$ cat config.mk
export PLATFORM = sky130hd
export DESIGN_NAME = mbscore_fetch_queue
export DESIGN_NICKNAME = d
export VERILOG_FILES = /design/src/rtl/mbscore_fetch_queue.sv
export SDC_FILE = /design/constraint.sdc
export NUM_CORES = 1
export LEC_CHECK = 0
export BUFFER_PORTS_ARGS = -buffer_cell sky130_fd_sc_hd__buf_2
export CAP_MARGIN = 20
export CORE_AREA = 2 2 182 184
export CTS_CLUSTER_DIAMETER = 150
export DETAILED_ROUTE_END_ITERATION = 10
export DIE_AREA = 0 0 184 186
export PLACE_DENSITY = 0.74
export SLEW_MARGIN = 20
export SYNTH_ARGS = -nofsm -noshare
export SYNTH_HDL_FRONTEND = slang
export SYNTH_SLANG_ARGS = --single-unit
$ cat constraint.sdc
create_clock -name clk -period 9.5 [get_ports clk]
set_input_delay 1.425 -clock clk [delete_from_list [all_inputs] [get_ports clk]]
set_output_delay 1.425 -clock clk [all_outputs]
set_load 0.01 [all_outputs]
$ cat src/rtl/mbscore_fetch_queue.sv
`default_nettype none
// ============================================================================
// Module   : mbscore_fetch_queue
// Purpose  : Instruction prefetch unit. It keeps a fetch PC, issues single
//            outstanding requests to instruction memory, and buffers the
//            returned words with their PCs in a circular queue for decode.
//            It also handles redirects from decode, interrupt entry and
//            exception return (eret).
//
// Ports    : clk, rst          - clock; synchronous active-high reset
//            mem_req/mem_addr  - request and address to instruction memory
//            mem_ack/mem_data  - memory acknowledge and returned instruction
//            inst_valid        - queue is non-empty
//            inst_out/pc_out   - head instruction and its PC
//            deq               - decode consumes the head entry
//            redirect_valid    - branch/jump target from decode is valid
//            redirect_addr     - branch/jump target (forced word aligned)
//            int_req           - interrupt request (taken only when int_en)
//            eret              - return from exception to epc
//            hlt               - stops new fetches only
//            epc_out           - saved exception PC
//            int_en            - interrupts enabled
//
// Revision : 1.0 - initial release
// ============================================================================
module mbscore_fetch_queue #(
    parameter int                    ADDR_WIDTH = 32,
    parameter int                    DATA_WIDTH = 32,
    parameter int                    DEPTH      = 4,
    parameter logic [ADDR_WIDTH-1:0] RESET_PC   = '0,
    parameter logic [ADDR_WIDTH-1:0] INT_VECTOR = 32'h0000_0080
) (
    input  logic                  clk,
    input  logic                  rst,

    output logic                  mem_req,
    output logic [ADDR_WIDTH-1:0] mem_addr,
    input  logic                  mem_ack,
    input  logic [DATA_WIDTH-1:0] mem_data,

    output logic                  inst_valid,
    output logic [DATA_WIDTH-1:0] inst_out,
    output logic [ADDR_WIDTH-1:0] pc_out,
    input  logic                  deq,

    input  logic                  redirect_valid,
    input  logic [ADDR_WIDTH-1:0] redirect_addr,

    input  logic                  int_req,
    input  logic                  eret,
    input  logic                  hlt,
    output logic [ADDR_WIDTH-1:0] epc_out,
    output logic                  int_en
);

    // ------------------------------------------------------------------
    // Constants
    // ------------------------------------------------------------------
    localparam int                    c_PTR_W     = $clog2(DEPTH);
    localparam int                    c_CNT_W     = c_PTR_W + 1;
    localparam logic [c_CNT_W-1:0]    c_DEPTH_CNT = c_CNT_W'(DEPTH);
    localparam logic [ADDR_WIDTH-1:0] c_PC_STEP   = ADDR_WIDTH'(4);

    // ------------------------------------------------------------------
    // State
    // ------------------------------------------------------------------
    logic [ADDR_WIDTH-1:0] r_fpc;
    logic [ADDR_WIDTH-1:0] r_epc;
    logic                  r_int_en;

    // r_pending is the single outstanding request; it is also mem_req.
    logic                  r_pending;
    logic [ADDR_WIDTH-1:0] r_mem_addr;
    // r_discard marks the outstanding request as stale after a flush.
    logic                  r_discard;

    logic [ADDR_WIDTH-1:0] r_q_pc   [DEPTH];
    logic [DATA_WIDTH-1:0] r_q_inst [DEPTH];
    logic [c_PTR_W-1:0]    r_wr_ptr;
    logic [c_PTR_W-1:0]    r_rd_ptr;
    logic [c_CNT_W-1:0]    r_count;

    // Last presented head, shown while the queue is empty.
    logic [ADDR_WIDTH-1:0] r_last_pc;
    logic [DATA_WIDTH-1:0] r_last_inst;

    // ------------------------------------------------------------------
    // Combinational decode
    // ------------------------------------------------------------------
    logic                  w_inst_valid;
    logic [ADDR_WIDTH-1:0] w_head_pc;
    logic [DATA_WIDTH-1:0] w_head_inst;
    logic                  w_mem_fire;
    logic                  w_take_int;
    logic                  w_take_redir;
    logic                  w_take_eret;
    logic                  w_flush;
    logic                  w_push;
    logic                  w_pop;
    logic                  w_issue;
    logic [ADDR_WIDTH-1:0] w_redir_pc;
    logic [ADDR_WIDTH-1:0] w_fpc_next;
    logic                  w_unused_redirect_lsbs;

    assign w_inst_valid = (r_count != '0);
    assign w_head_pc    = r_q_pc[r_rd_ptr];
    assign w_head_inst  = r_q_inst[r_rd_ptr];

    // Redirect targets are forced to word alignment; the low bits are
    // intentionally ignored.
    assign w_redir_pc             = {redirect_addr[ADDR_WIDTH-1:2], 2'b00};
    assign w_unused_redirect_lsbs = ^redirect_addr[1:0];

    always_comb begin
        w_mem_fire   = r_pending & mem_ack;

        // Only the highest-priority flush event acts in a cycle. An
        // interrupt seen while disabled is simply dropped, never held.
        w_take_int   = int_req & r_int_en;
        w_take_redir = redirect_valid & ~w_take_int;
        w_take_eret  = eret & ~w_take_int & ~redirect_valid;
        w_flush      = w_take_int | w_take_redir | w_take_eret;

        // Returned data is kept only if the request is still current and
        // no flush coincides with its acknowledge.
        w_push       = w_mem_fire & ~r_discard & ~w_flush;
        w_pop        = deq & w_inst_valid & ~w_flush;

        // New request: nothing outstanding, room in the queue, not halted
        // and no flush this cycle (the new fpc is used one cycle later).
        w_issue      = ~r_pending & (r_count < c_DEPTH_CNT) & ~hlt & ~w_flush;

        w_fpc_next   = r_fpc;
        if (w_take_int) begin
            w_fpc_next = INT_VECTOR;
        end else if (w_take_redir) begin
            w_fpc_next = w_redir_pc;
        end else if (w_take_eret) begin
            w_fpc_next = r_epc;
        end else if (w_push) begin
            w_fpc_next = r_fpc + c_PC_STEP;
        end
    end

    // ------------------------------------------------------------------
    // Control state
    // ------------------------------------------------------------------
    always_ff @(posedge clk) begin
        if (rst) begin
            r_fpc       <= RESET_PC;
            r_epc       <= '0;
            r_int_en    <= 1'b1;
            r_pending   <= 1'b0;
            r_mem_addr  <= RESET_PC;
            r_discard   <= 1'b0;
            r_wr_ptr    <= '0;
            r_rd_ptr    <= '0;
            r_count     <= '0;
            r_last_pc   <= '0;
            r_last_inst <= '0;
        end else begin
            r_fpc <= w_fpc_next;

            if (w_take_int) begin
                // Resume point is the oldest unexecuted instruction, or
                // the next fetch address when nothing is buffered.
                r_epc    <= w_inst_valid ? w_head_pc : r_fpc;
                r_int_en <= 1'b0;
            end else if (w_take_eret) begin
                r_int_en <= 1'b1;
            end

            // Memory handshake: the request holds its address until ack.
            if (w_mem_fire) begin
                r_pending <= 1'b0;
            end else if (w_issue) begin
                r_pending  <= 1'b1;
                r_mem_addr <= r_fpc;
            end

            // A flush with a request in flight (and no ack this cycle)
            // marks that request stale; its ack is swallowed later. A
            // flush coinciding with the ack just drops the data instead.
            if (w_mem_fire) begin
                r_discard <= 1'b0;
            end else if (w_flush && r_pending) begin
                r_discard <= 1'b1;
            end

            if (w_flush) begin
                r_wr_ptr <= '0;
                r_rd_ptr <= '0;
                r_count  <= '0;
            end else begin
                if (w_push) begin
                    r_wr_ptr <= r_wr_ptr + 1'b1;
                end
                if (w_pop) begin
                    r_rd_ptr <= r_rd_ptr + 1'b1;
                end
                case ({w_push, w_pop})
                    2'b10:   r_count <= r_count + 1'b1;
                    2'b01:   r_count <= r_count - 1'b1;
                    default: r_count <= r_count;
                endcase
            end

            if (w_inst_valid) begin
                r_last_pc   <= w_head_pc;
                r_last_inst <= w_head_inst;
            end
        end
    end

    // ------------------------------------------------------------------
    // Queue storage (no reset needed: entries are read only when valid)
    // ------------------------------------------------------------------
    always_ff @(posedge clk) begin
        if (!rst && w_push) begin
            r_q_pc[r_wr_ptr]   <= r_mem_addr;
            r_q_inst[r_wr_ptr] <= mem_data;
        end
    end

    // ------------------------------------------------------------------
    // Outputs
    // ------------------------------------------------------------------
    assign mem_req    = r_pending;
    assign mem_addr   = r_mem_addr;
    assign inst_valid = w_inst_valid;
    assign inst_out   = w_inst_valid ? w_head_inst : r_last_inst;
    assign pc_out     = w_inst_valid ? w_head_pc   : r_last_pc;
    assign epc_out    = r_epc;
    assign int_en     = r_int_en;

endmodule
`default_nettype wire

; Word-level counts from Yosys, hierarchy flattened
; Memories as Yosys holds them, arrays and structs flattened. A register that Yosys moved wholly into a read port is not among the register bits.
; Index checks and enable logic that the tools add are counted.
[classes]
n_addsub = 5
order_cmp = 1
n_eq_ne = 2
n_mux = 16
n_bitwise = 21
reduce_logical = 14
[ops]
columns = operator, count
row1 = $mux 32, 6
row2 = $add 32x3->32 const B, 1
row3 = $and 1x1->1, 12
row4 = $mux 2, 4
row5 = $mux 8, 1
row6 = $not 1->1, 7
row7 = $pmux 3 s2, 1
row8 = $reduce_bool 2->1, 3
row9 = $reduce_bool 3->1, 2
row10 = $reduce_or 2->1, 3
row11 = $add 2x1->2 const B, 2
row12 = $mux 1, 4
row13 = $reduce_bool 4->1, 1
row14 = $add 3x1->3 const B, 1
row15 = $lt 3x3->1 const B, 1
row16 = $reduce_or 3->1, 1
row17 = $sub 3x1->3 const B, 1
row18 = $eq 2x1->1 const B, 1
row19 = $eq 2x2->1 const B, 1
row20 = $logic_and 1x1->1, 2
row21 = $or 1x1->1, 2
row22 = $reduce_and 2->1, 1
row23 = $logic_not 1->1, 1
[totals]
ff_bits = 170
ramBits = 256
in_bits = 72
out_inout_bits = 131
word_cells = 74
memories = 2
[memory_table]
columns = memory, words, width, read_ports, rd_ports_with_merged_regs, write_ports, line
row1 = r_q_inst, 4, 32, 1, 1, 1, 78  ; logic [DATA_WIDTH-1:0] r_q_inst [DEPTH];
row2 = r_q_pc, 4, 32, 1, 1, 1, 77  ; logic [ADDR_WIDTH-1:0] r_q_pc [DEPTH];

; Depth between registers and ports, before layout
; Gate-level depths: netlist of run 1.
[logic_depth]
word_depth = 11
mapped_depth = 12
depth_no_buf = 11

; Worst setup path after synthesis of run 1
; OpenSTA, ideal clock, no wires.
[synth_path]
kind = input to register
start = input mem_ack
end = memory r_q_inst[0][0] (enable)
setup_time_ns = 0.429
arrival_ns = 3.683
required_ns = 9.071
setup_slack_ns = 5.388
path_stages = 5
path_buffers = 1
cell_sequence = and3b_1 > clkbuf_1 > nand3_1 > nor2_1 > and2_1
[synth_via]
elab_chain_len = 6
[synth_lines]
columns = element, line
row1 = start: declaration, 38  ; input logic mem_ack,
row2 = $and 1x1->1, 115  ; w_mem_fire = r_pending & mem_ack;
row3 = $and 1x1->1 (2 in a row), 126  ; w_push = w_mem_fire & ~r_discard & ~w_flush;
row4 = $logic_and 1x1->1, 219  ; if (!rst && w_push) begin
row5 = $mux 1, 219
row6 = $mux 1 (implied by the code), 221  ; r_q_inst[r_wr_ptr] <= mem_data;
row7 = end: declaration, 78
; No other way between the ends.

==> flow_summary.json, run 1 <==
{
  "required_ns": 8.08,
  "worstHoldStart": "r_last_inst[29]$_SDFF_PP0_",
  "clock_latency_ns": 0.54,
  "rrSetupSlack_ns": 6.48,
  "cts_sinks": 428,
  "cp-end-kind": "output port",
  "path_clk_slew_ns": 0.06,
  "finalHoldViolations": 0,
  "tns_ns": 0,
  "vias_per_cell": 5.955,
  "fin_cells": 1950,
  "rsz0062_at_grt": "false",
  "worst_setup_path_start_kind": "flip-flop",
  "die_area_sq_um": 34220,
  "fp-row-count": 66,
  "slew_viol_final": 0,
  "syn-num-nets": 1414,
  "track_usage": 0.2465,
  "synth_area_sq_um": 17110,
  "slew_headroom": 0.2640,
  "wl_per_cell_um": 21.60,
  "synth_enable_flop_cells": 256,
  "fp.coreArea_sq_um": 32210,
  "final_layout_size_suffix_gt1_frac": 0.2367,
  "yosys_most_used_dff": "edfxtp_1",
  "yosysSeqAreaShare": 0.6505,
  "async_flop_share": 0,
  "max_cap_violations": 0,
  "cp_max_fo": 36,
  "worst_r2r_path_depth": 5,
  "ir_worst_vdd_uv": 150.6,
  "setup_ws_ns": 4.850,
  "num-nets-final": 1585,
  "power_density_nw_per_um2": 195.6,
  "gp_congestion": 0.9372,
  "tightest_slew_ns": 1.104,
  "critical_path_class": "reg -> out",
  "ys_types": 69,
  "cts_buffer_depth": 3,
  "avgSynthCellArea_sq_um": 12.82,
  "leakage_nw": 7.683,
  "cts_tree": "built",
  "synth_commonest_cells": "256 x edfxtp_1, 200 x nand2_1, 172 x dfxtp_1, 93 x a21oi_1, 75 x nor2_1",
  "yosys_warnings": 0,
  "synth_area_leaders": "edfxtp_1 45%, dfxtp_1 20%, mux4_2 8.4%, nand2_1 4.4%, a21oi_1 2.7%",
  "grt_pass1_wl_mm": 64.16,
  "pre_cts_slack_ns": 5.285,
  "drc": 0,
  "drt_pass1_iterations": 7,
  "skew_ns": 0.01829,
  "overflow": 0,
  "start_util": 0.5313,
  "cts_resized": 0,
  "postRouteAntennaNets": 0,
  "fin_crit_sh": 0.4895,
  "hold_buffers": 0,
  "num_vias": 11610,
  "antenna_found_initial": 2,
  "fin_util": 0.6193,
  "worst_ep_arrival_time_ns": 3.23,
  "hpwl_mm": 24.79,
  "ys_seq_elements": 428,
  "diodes": 0,
  "die_y_um": 186,
  "cts-root-buf": "clkbuf_16",
  "synth_area_leader_cell": "edfxtp_1",
  "hold_class": "reg -> reg",
  "numCtsBuffers": 44,
  "portBuffers": 200,
  "postCtsSetupRepairBufs": 0,
  "die_w_um": 184,
  "dp_cells": 1864,
  "synth.most_common_cell": "edfxtp_1",
  "grt_pass1_vias": 11240,
  "status": "completed",
  "drt_iter0_markers": 1142,
  "htree_levels": 2,
  "holdPathStages": 2,
  "area.growth.synth_to_final_pct": 16.56,
  "yosys.area.top_type_share": 0.4493,
  "grt_max_degree": 81,
  "syn_inst": 1335,
  "setup_viol": 0,
  "min_period_ns": 4.650,
  "pin_count": 203,
  "min_to": "r_last_inst[29]$_SDFF_PP0_",
  "routed_wirelength_mm": 42.12,
  "fmax_mhz": 215.0,
  "worstReg2RegEnd": "epc_out[14]$_SDFFE_PP0P_"
}
## worst max path at each step
stage | slack (ns) | end | cells after the start | from
5_1_grt | 4.60 | pc_out[31] | 5 | flip-flop
2_1_floorplan | 5.39 | r_q_inst[0][0]$_DFFE_PP_ | 5 | mem_ack
3_5_place_dp | 5.29 | pc_out[14] | 5 | flip-flop
4_1_cts | 4.71 | pc_out[14] | 5 | flip-flop
6_report | 4.85 | pc_out[16] | 5 | flip-flop
3_3_place_gp | 5.33 | pc_out[14] | 5 | flip-flop
## flip-flops by register name (all words and copies together), names as in the netlist, named ones only
register,flops
r_rd_ptr,2
r_discard,1
r_q_inst,128
r_count,3
r_last_pc,32
mem_addr,32
mem_req,1
int_en,1
r_last_inst,32
r_fpc,30
r_q_pc,128
r_wr_ptr,2
epc_out,32
## placed cells by master, fill, tap and decap left out, types with 4 or more instances in the layout
master	netlist	routed
nor4_1	7	6
ha_1	6	6
and2_1	40	36
edfxtp_1	256	256
clkinv_1	1	8
a21oi_1	93	93
dfxtp_1	172	170
mux2i_1	8	8
a22oi_1	18	18
mux4_2	64	64
nor2_1	75	75
o21ai_0	14	14
a211oi_1	38	38
nand2_1	200	200
clkbuf_1	64	9
clkbuf_16	0	45
nand3_1	14	14
inv_1	16	15
o32ai_1	8	8
o21ai_1	4	4
xnor2_1	10	10
nor2b_1	33	33
bufinv_16	0	6
and3_1	9	9
clkinv_2	0	9
buf_2	15	199
buf_4	3	14
and2_4	0	4
nor3_1	47	46
nand4_1	11	11
a21o_1	33	33
xor2_1	10	10
## metrics by stage
| stage | power [mW] | cell area (sq um) | hold slack (ns) |
|---|---|---|---|
| 3_5_place_dp | 2.181 | 18370 | 0.4525 |
| 6_report | 3.901 | 19940 | 0.4571 |
| 2_1_floorplan | 2.115 | 17110 | 0.4399 |
| 5_1_grt | 4.014 | 19940 | 0.4767 |
| 4_1_cts | 3.924 | 19850 | 0.4604 |
| 3_3_place_gp | 2.176 | 18370 | 0.4464 |
## report_power, final
group | internal [mW] | switching (mW) | leakage (nW)
combinational | 0.0514 | 0.0952 | 3.13
clock | 1.05 | 0.706 | 0.724
sequential | 1.97 | 0.0263 | 3.83
## logic make-up (layout without fill, tap and decap cells)
family                   Yosys count  in the layout  synth area share
AO/OA/AOI/OAI                    242            242           0.09229
buffers and inverters            110            317           0.02632
AND/OR/NAND/NOR                  456            456            0.1261
multiplexers                      72             72           0.08892
XOR/XNOR                          20             20           0.01024
flip-flops                       428            428            0.6505
adder cells (fa/ha/maj)            7              7          0.005558
## critical path: stages (launching register included)
cell and delay [ns]:
dfxtp_4 0.75, buf_4 0.78, mux4_2 0.59, and2_1 0.23
a21o_1 0.18, buf_2 0.14
## final cells by class
class / count / area (sq um)
inverters: 18 / 67.56
clock buffers: 56 / 1187
clock inverters: 26 / 285.3
well taps: 408 / 510.5
flip-flops and latches: 428 / 11140
fillers: 2466 / 12260
multi-input cells: 797 / 5559
repair buffers: 217 / 1196
## metal layers
metal	wire length, um	GRT usage	vias to the layer above
met3	3604	0.05713	84
met2	20190	0.4053	532
met5	22	0	-
met1	17360	0.3277	5709
li1	-	-	5283
met4	945	0.07744	4
Power figures use the tool's default switching activity.
==> run 2: changes to the inputs <==
clock period = 4.55 ns   (was 9.5 ns; I/O delays follow)
==> flow_summary.json, run 2 (synthesized netlist as in run 1, its figures left out) <==
{
  "status": "completed",
  "cpPeakStageDelay_ns": 1.01,
  "required_ns": 3.87,
  "num-nets-final": 1590,
  "worst_ep_arrival_time_ns": 2.81,
  "p_switching_mw": 1.734,
  "track_usage": 0.2477,
  "portBuffers": 200,
  "cp_max_fo": 44,
  "cts_resized": 0,
  "postRouteAntennaNets": 0,
  "tightest_slew_ns": 1.086,
  "pin_count": 203,
  "fp.coreArea_sq_um": 32210,
  "gp_congestion": 0.9012,
  "path_clk_slew_ns": 0.06,
  "hpwl_mm": 26.03,
  "grt_max_degree": 88,
  "cts_buffer_depth": 3,
  "critical_path_class": "reg -> out",
  "cp_common_cell": "nand2_1",
  "clock_latency_ns": 0.54,
  "numCtsBuffers": 44,
  "die_area_sq_um": 34220,
  "fmax_mhz": 286.2,
  "cts-root-buf": "clkbuf_16",
  "hold_buffers": 0,
  "drt_iter0_markers": 1063,
  "seq_area_sq_um": 11140,
  "start_util": 0.5313,
  "overflow": 0,
  "min_period_ns": 3.494,
  "clkPwrFrac": 0.451,
  "die_w_um": 184,
  "final_common_cell": "edfxtp_1",
  "postCtsSetupRepairBufs": 0,
  "cp_num_buf_inv": 2,
  "htree_levels": 2,
  "power_density_nw_per_um2": 408.7,
  "drt_pass1_iterations": 6,
  "setup_viol": 0,
  "rsz0062_at_grt": "false",
  "hold_class": "in -> reg",
  "antenna_found_initial": 2,
  "tns_ns": 0,
  "grt_pass1_wl_mm": 64.29,
  "worst_setup_path_start_kind": "flip-flop",
  "place_area_sq_um": 18490,
  "crit_family": "flip-flops",
  "path_cells": "buf_4, mux4_2, nand2_1, nand2_1, buf_2",
  "routed_wirelength_mm": 42.52,
  "slew_viol_final": 0,
  "cts_sinks": 428,
  "fp-row-count": 66,
  "fin_util": 0.6204,
  "ir_worst_vdd_uv": 343.7,
  "grt_pass1_vias": 11230,
  "power_frac_comb": 0.038,
  "skew_ns": 0.02745,
  "seqPwrFrac": 0.511,
  "cp-end-kind": "output port",
  "total_power_mw": 8.167,
  "max_cap_violations": 0,
  "intPower_mw": 6.433,
  "final_layout_size_suffix_gt1_frac": 0.2379,
  "multi_input_area_sq_um": 5559,
  "wl_per_cell_um": 21.73,
  "crit_slowest_cell": "dfxtp_4",
  "fin_area_sq_um": 19980,
  "final_cell_mix": "256 x edfxtp_1, 200 x nand2_1, 199 x buf_2, 170 x dfxtp_1, 93 x a21oi_1",
  "sw_frac_of_total": 0.2123,
  "fin_crit_sh": 0.7679,
  "vias_per_cell": 5.932,
  "largest_registers": "r_q_inst x128, r_q_pc x128",
  "cts_tree": "built",
  "slew_headroom": 0.2762,
  "die_y_um": 186,
  "fillers": 2492,
  "finalHoldViolations": 0,
  "num_vias": 11610,
  "drc": 0,
  "area.growth.synth_to_final_pct": 16.78,
  "leakage_nw": 7.695
}
[run 2: cell count changes in the layout (fill, tap and decap cells not counted), sizes merged, moves of 2 or more]
| cell | delta |
|---|---|
| diode | +2 |
| buf | +5 |
| clkbuf | +8 |
| clkinv | -7 |
[run 2: layout make-up]
cell class                      instances  share of cell area
Sequential cell                       428              0.5574
Multi-Input combinational cell        797              0.2782
Clock buffer                           64             0.06293
Timing Repair Buffer                  222             0.06099
Tap cell                              408             0.02555
Clock inverter                         18             0.01127
Inverter                               18            0.003381
Antenna cell                            2           0.0002505
[run 2: final timing paths]
path / endpoint / slack, ns / cells past startpoint / start
setup / recovery: inst_out[14] / 1.06 / 5 / flip-flop
hold / removal: r_q_inst[0][10]$_DFFE_PP_ / 0.36 / 1 / mem_data[10]
setup reg to reg: r_q_inst[2][26]$_DFFE_PP_ / 1.73 / 5 / mem_req$_SDFFE_PP0N_
hold reg to reg: r_last_inst[20]$_SDFF_PP0_ / 0.46 / 2 / r_last_inst[20]$_SDFF_PP0_
[run 2: metal layers]
metal  part of all wire  GRT usage  vias to the layer above
li1                   -          -                     5287
met1               0.41     0.3200                     5724
met2               0.48     0.4112                      513
met3              0.093    0.06750                       81
met4              0.021    0.07456                        4
met5            0.00063          0                        -
[run 2: stage by stage]
step	setup slack, ns	std cells	hold WS, ns
2_1_floorplan	1.181	1335	0.4399
4_1_cts	0.9562	1955	0.3350
6_report	1.056	1957	0.3604
3_5_place_dp	1.487	1873	0.4541
5_1_grt	0.8112	1955	0.3388
3_3_place_gp	1.527	1873	0.4461
[run 2: power groups by stage]
stage | combinational [mW] | clock [mW] | sequential, mW
after detailed placement | 0.300 | 0 | 4.25
final | 0.307 | 3.69 | 4.17
after global routing | 0.333 | 3.89 | 4.17
after global placement | 0.292 | 0 | 4.25
after floorplan | 0.175 | 0 | 4.24
after CTS | 0.301 | 3.73 | 4.17
